$ cat src/rtl/count_seq_pkg.sv
// Shared types and defaults for the count sequencer and its prescaler.
package count_seq_pkg;

    localparam int DEF_WIDTH  = 8;
    localparam int DEF_PWIDTH = 4;

    typedef enum logic [1:0] {
        ST_IDLE = 2'd0,
        ST_RUN  = 2'd1,
        ST_HOLD = 2'd2,
        ST_DONE = 2'd3
    } state_t;

    // True for the states in which a period is in progress (busy).
    function automatic logic is_active(input state_t s);
        return (s == ST_RUN) || (s == ST_HOLD);
    endfunction

endpackage

$ cat src/rtl/count_prescaler.sv
// Clock-cycle divider: emits a one-cycle step strobe every (div+1) enabled
// cycles. The phase counter is frozen while enable is low, so pausing never
// loses or gains partial progress toward the next step.
module count_prescaler #(
    parameter int PWIDTH = 4
) (
    input  logic              clock,
    input  logic              reset,
    input  logic              clear,
    input  logic              enable,
    input  logic [PWIDTH-1:0] div,
    output logic              step
);

    logic [PWIDTH-1:0] phase;

    // The step is combinational from the phase so the owner can act on the
    // same edge the phase wraps; clear always wins over a pending step.
    assign step = enable && !clear && (phase == div);

    // Phase counter: reset/clear to 0, wrap to 0 when it reaches div.
    always_ff @(posedge clock or posedge reset) begin
        if (reset) begin
            phase <= '0;
        end else if (clear) begin
            phase <= '0;
        end else if (enable) begin
            if (phase == div) begin
                phase <= '0;
            end else begin
                phase <= phase + 1'b1;
            end
        end
    end

endmodule

$ cat src/rtl/count_sequencer.sv
// Period sequencer: counts prescaled steps from 0 to period-1, pulses tick on
// each terminal count, and either reloads (periodic) or parks in DONE
// (one-shot). Supports hold (pause) and abort. All outputs are registered.
//
// Control protocol: start is a level sampled only while IDLE or DONE; the
// launch happens on the edge that samples it and is not acknowledged other
// than by busy rising. abort is sampled on every edge and overrides all other
// inputs. state_dbg mirrors the FSM state register for observation.
module count_sequencer
    import count_seq_pkg::*;
#(
    parameter int WIDTH  = DEF_WIDTH,
    parameter int PWIDTH = DEF_PWIDTH
) (
    input  logic              clock,
    input  logic              reset,
    input  logic              start,
    input  logic              abort,
    input  logic              hold,
    input  logic              auto_reload,
    input  logic [WIDTH-1:0]  period,
    input  logic [PWIDTH-1:0] prescale,
    output logic [WIDTH-1:0]  count,
    output logic              busy,
    output logic              tick,
    output logic              done,
    output logic              err,
    output logic [1:0]        state_dbg
);

    state_t            state;
    state_t            next_state;
    logic [WIDTH-1:0]  period_l;
    logic [PWIDTH-1:0] prescale_l;
    logic              auto_reload_l;

    logic              launch;
    logic              wrap;
    logic              err_next;
    logic              pre_clear;
    logic              pre_enable;
    logic              step;
    logic [WIDTH-1:0]  last_count;

    assign state_dbg  = state;

    // Terminal value; period_l is never 0 while running, so no underflow.
    assign last_count = period_l - 1'b1;

    // Counters advance only while a period is in progress and hold is low;
    // a hold on the same edge as a step therefore suppresses that step.
    assign pre_enable = is_active(state) && !hold && !abort;
    assign pre_clear  = abort || launch;

    count_prescaler #(
        .PWIDTH (PWIDTH)
    ) u_prescaler (
        .clock  (clock),
        .reset  (reset),
        .clear  (pre_clear),
        .enable (pre_enable),
        .div    (prescale_l),
        .step   (step)
    );

    // Next-state and per-edge event decode.
    always_comb begin
        next_state = state;
        launch     = 1'b0;
        wrap       = 1'b0;
        err_next   = 1'b0;
        if (abort) begin
            next_state = ST_IDLE;
        end else begin
            case (state)
                ST_IDLE, ST_DONE: begin
                    if (start) begin
                        if (period == '0) begin
                            err_next   = 1'b1;
                            next_state = ST_IDLE;
                        end else begin
                            launch     = 1'b1;
                            next_state = ST_RUN;
                        end
                    end
                end
                ST_RUN, ST_HOLD: begin
                    if (hold) begin
                        next_state = ST_HOLD;
                    end else begin
                        next_state = ST_RUN;
                        if (step && (count == last_count)) begin
                            wrap       = 1'b1;
                            next_state = auto_reload_l ? ST_RUN : ST_DONE;
                        end
                    end
                end
                default: begin
                    next_state = ST_IDLE;
                end
            endcase
        end
    end

    // State register.
    always_ff @(posedge clock or posedge reset) begin
        if (reset) begin
            state <= ST_IDLE;
        end else begin
            state <= next_state;
        end
    end

    // Shadow copies of the launch parameters, captured only on a launch.
    always_ff @(posedge clock or posedge reset) begin
        if (reset) begin
            period_l      <= '0;
            prescale_l    <= '0;
            auto_reload_l <= 1'b0;
        end else if (launch) begin
            period_l      <= period;
            prescale_l    <= prescale;
            auto_reload_l <= auto_reload;
        end
    end

    // Count register: cleared on abort/launch, advanced on each step.
    always_ff @(posedge clock or posedge reset) begin
        if (reset) begin
            count <= '0;
        end else if (abort || launch) begin
            count <= '0;
        end else if (step) begin
            if (wrap) begin
                count <= '0;
            end else begin
                count <= count + 1'b1;
            end
        end
    end

    // Registered status outputs derived from the state being entered.
    always_ff @(posedge clock or posedge reset) begin
        if (reset) begin
            busy <= 1'b0;
            tick <= 1'b0;
            done <= 1'b0;
            err  <= 1'b0;
        end else begin
            busy <= is_active(next_state);
            tick <= wrap;
            done <= (next_state == ST_DONE);
            err  <= err_next;
        end
    end

endmodule

$ cat config.mk
export PLATFORM = sky130hd
export DESIGN_NAME = count_sequencer
export DESIGN_NICKNAME = d
export VERILOG_FILES = /design/src/rtl/count_seq_pkg.sv /design/src/rtl/count_prescaler.sv /design/src/rtl/count_sequencer.sv
export SDC_FILE = /design/constraint.sdc
export NUM_CORES = 1
export LEC_CHECK = 0
export BUFFER_PORTS_ARGS = -buffer_cell sky130_fd_sc_hd__buf_2
export CAP_MARGIN = 20
export CELL_PAD_IN_SITES_DETAIL_PLACEMENT = 0
export CELL_PAD_IN_SITES_GLOBAL_PLACEMENT = 1
export CORE_AREA = 4 4 77 86
export DETAILED_ROUTE_END_ITERATION = 12
export DIE_AREA = 0 0 81 90
export PLACE_DENSITY_LB_ADDON = 0.08
export SLEW_MARGIN = 25
export SYNTH_ARGS = -nofsm -noshare
export SYNTH_HDL_FRONTEND = slang
export SYNTH_SLANG_ARGS = --single-unit
$ cat constraint.sdc
create_clock -name clock -period 2.55 [get_ports clock]
set_input_delay 0.1275 -clock clock [delete_from_list [all_inputs] [get_ports clock]]
set_output_delay 0.1275 -clock clock [all_outputs]
set_load 0.005 [all_outputs]
==> results of run 1 <==
area by class of cell:
class                           instances  share of cell area, %
Clock inverter                          1                   1.43
Timing Repair Buffer                   38                   9.98
Sequential cell                        31                   36.8
Multi-Input combinational cell        121                   42.7
Clock buffer                            6                   3.44
Inverter                                6                   1.07
Tap cell                               77                   4.57
layout by cell type, fill, tap and decap left out, types with 5 or more instances in the layout:
cell type	count
buf_2	31
inv_1	6
xnor2_1	10
o21ai_0	12
buf_4	6
dfrtp_1	31
mux2_2	11
nor2_1	9
nand3_1	6
nand2_1	18
clkbuf_8	5
xor2_1	10
flip-flops by register name, indices dropped and copies added (netlist names):
signal and cells:
count 8, prescale_l 4, u_prescaler.phase 4, period_l 8
state_dbg 2, done 1, busy 1, err 1
tick 1, auto_reload_l 1
path summary, 6_finish.rpt:
path                                from  cells past startpoint  slack (ns)             to
max in group asynchronous          reset                      4        1.77       count[7]
hold reg to reg            prescale_l[3]                      1        0.54  prescale_l[3]
setup / recovery             period_l[1]                      9        0.14           busy
setup reg to reg             period_l[1]                      9        0.14           busy
min in group asynchronous          reset                      4        0.48  prescale_l[0]
hold / removal               prescale[2]                      2        0.08  prescale_l[2]
cells by family (layout without fill, tap and decap cells):
kind of cell | after synthesis | in the layout | synth area share, %
multiplexers | 11 | 11 | 7.31
adder cells (fa/ha/maj) | 4 | 4 | 2.95
AND/OR/NAND/NOR | 60 | 60 | 20.5
flip-flops | 31 | 31 | 45.8
buffers and inverters | 8 | 51 | 1.84
XOR/XNOR | 21 | 21 | 11.3
AO/OA/AOI/OAI | 25 | 25 | 10.3
metal layers:
layer  up-vias  wire, microns  global-route usage, %
li1        656              -                      -
met1       637           1790                   15.1
met2        25           1950                   19.7
met3         9            147                   2.90
met4         0            106                   5.92
met5         -              0                      0
what timing repair did:
item | CTS | global route
gates resized for setup | 0 | 2
hold buffers | 1 | 0
endpoints found under the hold margin | 31 | 0
endpoints found under the setup margin | 0 | 8
critical path: stages (launching register included):
cell and delay (ns):
dfrtp_1 0.39, inv_1 0.08, ha_1 0.18, or3b_2 0.49
nor4_2 0.15, a32o_1 0.17, nor2_2 0.08, o41ai_2 0.28
nor3b_2 0.23, ha_1 0.26
power by group:
part           switching [mW]  leakage [nW]  internal (mW)
logic                   0.189         0.476          0.208
registers              0.0908         0.402          0.571
clock network           0.176        0.0513          0.286
through the flow:
stage | setup slack (ns) | area [sq um] | power [mW] | hold WS [ns]
finish | 0.137 | 2110 | 1.52 | 0.0820
CTS | 0.0146 | 2100 | 1.54 | 0.0729
detailed placement | 0.0375 | 1980 | 1.07 | 0.244
global placement | 0.0792 | 1980 | 1.06 | 0.238
global route | 0.00145 | 2110 | 1.62 | 0.0716
floorplan | 0.184 | 1700 | 0.951 | 0.231
==> results.json, run 1 <==
{
  "status": "completed",
  "timing.max_cap.violations": 0,
  "initial_utilization_pct": 29.6,
  "instances_no_fill": 280,
  "rows": 29,
  "ys_top_cells_by_area": "dfrtp_1 (46%), mux2_2 (7.3%), xnor2_1 (5.2%)",
  "finalSetupViolCount": 0,
  "synth_edf_count": 0,
  "routability_cong": 0.794,
  "clk-insertion-delay-late_ns": 0.28,
  "yosys.cell_count.top_type": "dfrtp_1",
  "first_iter_violations": 77,
  "critical_path_arrival_ns": 2.57,
  "post-route-period-util_pct": 94.6,
  "htree_num_levels": 2,
  "routedWlPerCell_microns": 14.2,
  "relative_slew_slack_pct": 71.5,
  "cts_buffer_count": 5,
  "transition_time_of_the_tightest_slew_check_pin_ns": 0.426,
  "io_port_bufs": 31,
  "grt.overflow.total": 0,
  "hold_class": "input pin to flip-flop",
  "layout-drive-gt1-share_pct": 34.5,
  "cts_tree": "done",
  "clock-skew-final_ns": 0.00695,
  "fp.dieArea_sq_mm": 0.00729,
  "first_global_vias": 1475,
  "viasPerCell": 4.74,
  "synth.largest_area_cell": "dfrtp_1",
  "multiInputGateArea_sq_um": 900,
  "clk_pin_slew_ns": 0.07,
  "post-route-util_pct": 36.8,
  "period_needed_ns": 2.41,
  "max_clock_freq_ghz": 0.414,
  "synth_sequential_area_ratio_pct": 45.8,
  "antenna_found_initial": 0,
  "yosys-top-cells-count": "dfrtp_1 (31), nand2_1 (18), o21ai_0 (12), mux2_2 (11)",
  "drt_first_pass_iters": 4,
  "final.fill_count": 607,
  "detailroute.via_count": 1327,
  "synth_cells": 160,
  "setup_total_negative_slack_ns": 0,
  "synth_flop_cell": "dfrtp_1",
  "clockBufferDepth": 2,
  "layout.area.seq_sq_um": 776,
  "synth_seq_cells": 31,
  "ys_types": 42,
  "io_pins": 32,
  "worst_ep_required_time_ns": 2.71,
  "ant_nets": 0,
  "pwr_density_cell_mw_per_mm2": 721,
  "final_hold_viol_count": 0,
  "drcViolationCount": 0,
  "synth.top_cell.area_share_pct": 45.8,
  "grt_start_max_net_pins": 32,
  "dp_hpwl_mm": 2.98,
  "synthToLayoutAreaGrowth_pct": 24.3,
  "power_leakage_nw": 0.929,
  "finish.net_count": 225,
  "syn_area_sq_mm": 0.00170,
  "cts_setup_buffers": 0,
  "worst-setup-path-type": "flip-flop to flip-flop",
  "peak_fanout_along_the_critical_path": 5,
  "drt_wl_total_mm": 3.99,
  "global_route_wire_length_before_repair_mm": 7.02,
  "avgSynthCellArea_sq_um": 10.6,
  "async_flop_share_pct": 100,
  "start_kind": "flip-flop",
  "synth.net_count": 182,
  "track_usage_pct": 12.3,
  "yosys_warnings": 0,
  "cts_sink_cnt": 31,
  "floorplan.die.width_microns": 81,
  "placed_cells": 272,
  "timing.final.max_slew_violations": 0,
  "end_kind": "flip-flop",
  "die_height_microns": 90,
  "clk_root_buffer_cell": "clkbuf_8",
  "antenna_fix_cells": 0,
  "fp.coreArea_sq_mm": 0.00573,
  "irDropWorstVdd_mv": 0.268,
  "setup_repair_after_global_routing_missed_its_margin": "no"
}
No activity file was read; power rests on OpenSTA's default activity.
==> run 2, diff against run 1 <==
--- a/config.mk
+++ b/config.mk
@@ -5,13 +5,14 @@
 export SDC_FILE = /design/constraint.sdc
 export NUM_CORES = 1
 export LEC_CHECK = 0
+export ABC_AREA = 1
 export BUFFER_PORTS_ARGS = -buffer_cell sky130_fd_sc_hd__buf_2
 export CAP_MARGIN = 20
 export CELL_PAD_IN_SITES_DETAIL_PLACEMENT = 0
 export CELL_PAD_IN_SITES_GLOBAL_PLACEMENT = 1
-export CORE_AREA = 4 4 77 86
+export CORE_AREA = 4 4 79 89
 export DETAILED_ROUTE_END_ITERATION = 12
-export DIE_AREA = 0 0 81 90
+export DIE_AREA = 0 0 83 93
 export PLACE_DENSITY_LB_ADDON = 0.08
 export SLEW_MARGIN = 25
 export SYNTH_ARGS = -nofsm -noshare
==> results.json, run 2 <==
{
  "status": "completed",
  "biggestRegsByFlops": "count (8), period_l (8)",
  "max_clock_freq_ghz": 0.488,
  "relative_slew_slack_pct": 71.9,
  "power.internal_mw": 0.960,
  "setup_total_negative_slack_ns": 0,
  "clock-skew-final_ns": 0.00455,
  "crit_family": "simple AND/OR/NAND/NOR gates",
  "path_cells": "inv_1 > ha_1 > nand2_1 > inv_1 > nor2_1 > nand2_1 > nor2_1 > nand3_1 > nor2_4 > nand4_1 > a21oi_1 > ha_1",
  "cp_buf_inv_count": 2,
  "grt_start_max_net_pins": 32,
  "post-route-period-util_pct": 80.3,
  "clk-insertion-delay-late_ns": 0.28,
  "crit_slowest_cell": "dfrtp_1",
  "end_kind": "flip-flop",
  "fp.coreArea_sq_mm": 0.00608,
  "ys_types": 25,
  "clock_power_share_pct": 29.0,
  "drt_first_pass_iters": 4,
  "antenna_fix_cells": 0,
  "ys_top_cells_by_area": "dfrtp_1 (43%), nand2_1 (16%), inv_1 (5.2%)",
  "cts_hold_repair.buffers": 1,
  "global_route_wire_length_before_repair_mm": 7.69,
  "peak_fanout_along_the_critical_path": 6,
  "setup_repair_after_global_routing_missed_its_margin": "no",
  "detailroute.via_count": 1571,
  "hold_class": "input pin to flip-flop",
  "synth_edf_count": 0,
  "pwr-share-comb_pct": 28.1,
  "switching_share_pct": 34.6,
  "fp.dieArea_sq_mm": 0.00772,
  "die_height_microns": 93,
  "cts_buffer_count": 5,
  "cts_setup_buffers": 0,
  "first_global_vias": 1586,
  "routability_cong": 0.763,
  "routedWlPerCell_microns": 12.6,
  "htree_num_levels": 2,
  "holdCritStartpoint": "prescale[1]",
  "r2r-start": "period_l[0]",
  "worst_ep_required_time_ns": 2.72,
  "io_port_bufs": 31,
  "period_needed_ns": 2.05,
  "start_kind": "flip-flop",
  "io_pins": 32,
  "clockBufferDepth": 2,
  "synth_sequential_area_ratio_pct": 43.1,
  "yosys-top-cells-count": "nand2_1 (79), dfrtp_1 (31), inv_1 (25), nor2_1 (18)",
  "cts_sink_cnt": 31,
  "timing.max_cap.violations": 0,
  "ant_nets": 0,
  "floorplan.die.width_microns": 83,
  "track_usage_pct": 12.5,
  "power_leakage_nw": 1.14,
  "power.sequential.fraction_pct": 42.9,
  "worst-r2r-setup-slack_ns": 0.50,
  "critical-path-max-stage-delay_ns": 0.38,
  "synth.top_cell.area_share_pct": 43.1,
  "clk_pin_slew_ns": 0.07,
  "avgSynthCellArea_sq_um": 7.62,
  "synth_seq_cells": 31,
  "layout_commonest_cell": "nand2_1",
  "grt.overflow.total": 0,
  "async_flop_share_pct": 100,
  "final.fill_count": 679,
  "clk_root_buffer_cell": "clkbuf_8",
  "antenna_found_initial": 0,
  "post_cts.resized_instances": 0,
  "final_hold_viol_count": 0,
  "layout-drive-gt1-share_pct": 21.1,
  "yosys_warnings": 0,
  "dp_hpwl_mm": 3.42,
  "startpoint": "period_l[0]",
  "syn_area_sq_mm": 0.00180,
  "drt_wl_total_mm": 4.46,
  "critical_path_arrival_ns": 2.21,
  "synth.net_count": 258,
  "first_iter_violations": 53,
  "yosys.cell_count.top_type": "nand2_1",
  "viasPerCell": 4.43,
  "worst-setup-path-type": "flip-flop to flip-flop",
  "irDropWorstVdd_mv": 0.350,
  "initial_utilization_pct": 29.6,
  "rows": 30,
  "timing.final.max_slew_violations": 0,
  "finish.net_count": 296,
  "synthToLayoutAreaGrowth_pct": 20.4,
  "mostFrequentLayoutCells": "nand2_1 (79), dfrtp_1 (31), buf_2 (31)",
  "synth_flop_cell": "dfrtp_1",
  "power_switching_mw": 0.508,
  "finalSetupViolCount": 0,
  "synth_cells": 236,
  "transition_time_of_the_tightest_slew_check_pin_ns": 0.421,
  "pwr_density_cell_mw_per_mm2": 678,
  "cts_tree": "done",
  "synth.largest_area_cell": "dfrtp_1",
  "drcViolationCount": 0,
  "fin_worst_hold_slack_ns": 0.0439
}
-- run 2: cell types whose count changed in the layout (fill, tap and decap cells not counted), sizes merged, moves of 4 or more --
cell / before / now
o21ai: 12 / 17
nand3: 6 / 14
nand2: 18 / 81
xnor2: 11 / 2
nor2: 10 / 27
buf: 37 / 33
inv: 6 / 29
mux2: 11 / 0
-- run 2: final cells by class --
class                   count  area [sq um]  area share (%)
multi-input cells         173           901            41.6
repair buffers             34           180            8.32
well taps                  80           100            4.62
clock buffers               8           100            4.62
flip-flops and latches     31           776            35.8
inverters                  29           109            5.03
-- run 2: power groups by stage --
stage | Combinational, mW | Sequential [mW] | Clock [mW]
2_1_floorplan | 0.321 | 0.622 | 0
3_3_place_gp | 0.422 | 0.642 | 0
3_5_place_dp | 0.418 | 0.642 | 0
4_1_cts | 0.421 | 0.633 | 0.450
5_1_grt | 0.482 | 0.644 | 0.469
6_report | 0.412 | 0.630 | 0.425
-- run 2: final timing paths --
| check | end | depth (start not counted) |
|---|---|---|
| worst max register to register | busy | 12 |
| min in group asynchronous | u_prescaler.phase[2] | 4 |
| worst max-delay path | busy | 12 |
| worst min register to register | prescale_l[0] | 2 |
| worst min-delay path | prescale_l[1] | 3 |
| max in group asynchronous | count[0] | 4 |
-- run 2: metal layers --
metal	up-vias	GRT usage (%)	share of wire, %
met4	0	4.09	1.5
met3	5	3.61	3.3
li1	818	-	-
met5	-	0	0
met1	720	14.1	44
met2	28	22.7	51
-- run 2: worst min-delay path, delay by kind of cell --
family / cells / cell delay (ns)
buf+inv: 1 / 0.07
simple gates: 2 / 0.09
-- run 2: cells by family (layout without fill, tap and decap cells) --
kind of cell	count (synthesis)	count (layout)	share of synthesized area (%)
XOR/XNOR	12	12	5.84
adder cells (fa/ha/maj)	4	4	2.78
buffers and inverters	32	71	6.81
flip-flops	31	31	43.1
AND/OR/NAND/NOR	132	132	34.2
AO/OA/AOI/OAI	25	25	7.23
-- run 2: through the flow --
step                      cell area, sq um  worst slack (ns)  cells  total power [mW]  util, %
final                                 2170             0.501    355              1.47     35.6
after global routing                  2170             0.249    355              1.59     35.6
after CTS                             2170             0.493    355              1.50     35.6
after detailed placement              2060             0.502    346              1.06     33.8
after global placement                2060             0.558    346              1.06     33.8
after floorplan                       1800             0.690    236             0.943        -
==> run 3, diff against run 2 <==
--- a/config.mk
+++ b/config.mk
@@ -5,14 +5,14 @@
 export SDC_FILE = /design/constraint.sdc
 export NUM_CORES = 1
 export LEC_CHECK = 0
-export ABC_AREA = 1
+export ABC_AREA = 0
 export BUFFER_PORTS_ARGS = -buffer_cell sky130_fd_sc_hd__buf_2
 export CAP_MARGIN = 20
 export CELL_PAD_IN_SITES_DETAIL_PLACEMENT = 0
 export CELL_PAD_IN_SITES_GLOBAL_PLACEMENT = 1
-export CORE_AREA = 4 4 79 89
+export CORE_AREA = 4 4 77 86
 export DETAILED_ROUTE_END_ITERATION = 12
-export DIE_AREA = 0 0 83 93
+export DIE_AREA = 0 0 81 90
 export PLACE_DENSITY_LB_ADDON = 0.08
 export SLEW_MARGIN = 25
 export SYNTH_ARGS = -nofsm -noshare
==> constraint.sdc (replaced) <==
create_clock -name clock -period 1.75 [get_ports clock]
set_input_delay 0.0875 -clock clock [delete_from_list [all_inputs] [get_ports clock]]
set_output_delay 0.0875 -clock clock [all_outputs]
set_load 0.005 [all_outputs]
==> results.json, run 3 (synthesis results as in run 1) <==
{
  "cts_sink_cnt": 31,
  "routedWlPerCell_microns": 14.3,
  "period_needed_ns": 2.51,
  "global_route_wire_length_before_repair_mm": 7.26,
  "ant_nets": 0,
  "io_pins": 32,
  "floorplan.die.width_microns": 81,
  "startpoint": "period_l[0]",
  "violations": "negative setup slack",
  "placed_cells": 299,
  "logic_depth_of_the_worst_setup_path_including_buffers": 7,
  "crit_slowest_cell": "or4_4",
  "worst-setup-path-type": "flip-flop to flip-flop",
  "drcViolationCount": 0,
  "viasPerCell": 4.68,
  "detailroute.via_count": 1475,
  "timing.max_cap.violations": 0,
  "layout_commonest_cell": "buf_4",
  "first_iter_violations": 36,
  "clk_pin_slew_ns": 0.07,
  "initial_utilization_pct": 29.6,
  "power_leakage_nw": 1.16,
  "instances_no_fill": 315,
  "mostFrequentLayoutCells": "buf_4 (33), dfrtp_1 (31), buf_2 (31)",
  "grt.overflow.total": 0,
  "cts_buffer_count": 5,
  "worstRegToRegCells": 7,
  "htree_num_levels": 2,
  "critical-path-max-stage-delay_ns": 0.53,
  "synthToLayoutAreaGrowth_pct": 47.4,
  "post-route-util_pct": 43.6,
  "post-layout-total-power_mw": 2.45,
  "dp_hpwl_mm": 3.48,
  "start_kind": "flip-flop",
  "finalSetupViolCount": 21,
  "path_cells": "buf_6 > or3_4 > xnor2_2 > or4_4 > o41ai_2 > nor3b_2 > ha_1",
  "io_port_bufs": 31,
  "dp_worst_setup_slack_ns": -0.717,
  "setup_slack_ns": -0.759,
  "biggestRegsByFlops": "count (8), period_l (8)",
  "timing.final.max_slew_violations": 0,
  "transition_time_of_the_tightest_slew_check_pin_ns": 0.425,
  "layout-drive-gt1-share_pct": 47.5,
  "post-route-cell-area_sq_mm": 0.00250,
  "clk-insertion-delay-late_ns": 0.27,
  "worst_ep_required_time_ns": 1.91,
  "relative_slew_slack_pct": 71.7,
  "pwr_density_cell_mw_per_mm2": 979,
  "irDropWorstVdd_mv": 0.447,
  "placed_area_sq_mm": 0.00220,
  "clockBufferDepth": 2,
  "worst-r2r-setup-slack_ns": -0.76,
  "worst_setup_path_endpoint": "busy",
  "end_kind": "flip-flop",
  "routability_cong": 0.775,
  "clk_root_buffer_cell": "clkbuf_8",
  "max_clock_freq_ghz": 0.399,
  "r2r-start": "period_l[0]",
  "antenna_found_initial": 0,
  "clock-skew-final_ns": 0.00673,
  "final_hold_viol_count": 0,
  "peak_fanout_along_the_critical_path": 3,
  "grt_start_max_net_pins": 32,
  "cts_tree": "done",
  "post-route-period-util_pct": 143,
  "first_global_vias": 1587,
  "fp.coreArea_sq_mm": 0.00573,
  "cp_buf_inv_count": 1,
  "die_height_microns": 90,
  "critical_path_arrival_ns": 2.66,
  "worstReg2RegEnd": "busy",
  "antenna_fix_cells": 0,
  "finish.net_count": 259,
  "drt_first_pass_iters": 4,
  "setup_repair_after_global_routing_missed_its_margin": "yes",
  "drt_wl_total_mm": 4.52,
  "holdCritStartpoint": "prescale[2]",
  "hold_class": "input pin to flip-flop",
  "fp.dieArea_sq_mm": 0.00729,
  "rows": 29,
  "track_usage_pct": 12.7,
  "crit_family": "simple AND/OR/NAND/NOR gates",
  "status": "complete, but fails checks"
}
==> run 3: cell types whose count changed in the layout (fill, tap and decap cells not counted), moves of 6 or more <==
cell | previous run | this run
nand2_1 | 79 | 17
buf_6 | 0 | 6
xnor2_1 | 2 | 9
buf_4 | 2 | 33
mux2_4 | 0 | 11
nand3_1 | 12 | 6
nor2_1 | 18 | 9
inv_1 | 25 | 5
==> run 3: power by group <==
part           internal, mW  switching, mW
registers             0.833         0.0996
clock network         0.279          0.255
logic                 0.556          0.424
total                  1.67          0.779
==> run 3: worst reg2reg max path: stages, from the launching register on <==
cell,delay (ns)
dfrtp_1,0.42
buf_6,0.13
or3_4,0.36
xnor2_2,0.15
or4_4,0.53
o41ai_2,0.23
nor3b_2,0.30
ha_1,0.27
==> run 3: worst min path at each step <==
stage | end | depth (start not counted)
finish | prescale_l[2] | 2
global route | prescale_l[2] | 2
CTS | prescale_l[2] | 2
detailed placement | count[7] | 3
global placement | tick | 3
floorplan | auto_reload_l | 1
==> run 3: through the flow <==
stage / TNS (ns) / hold slack (ns)
CTS: -5.79 / 0.0324
floorplan: -3.95 / 0.191
detailed placement: -6.05 / 0.203
finish: -7.03 / 0.0432
global placement: -5.45 / 0.191
global route: -8.62 / 0.0384
==> run 3: final cells by class <==
type	count	area [sq um]
inverters	6	22.5
repair buffers	72	500
multi-input cells	121	1020
flip-flops and latches	31	776
clock buffers	7	76.3
clock inverters	1	5.00
well taps	77	96.3
fillers	591	3230
==> run 3: layer usage <==
metal / global-route usage, % / share of wire [%]
met1: 14.4 / 41
met2: 23.4 / 55
met3: 2.90 / 3.0
met4: 3.38 / 0.51
met5: 0 / 0
==> run 3: what timing repair did <==
action	in CTS	in global routing
hold endpoints to repair	31	0
buffers inserted	3	3
hold buffers	1	0
endpoints found under the setup margin	19	23
pin swaps	1	3
gates cloned	0	1
gates resized for setup	12	24
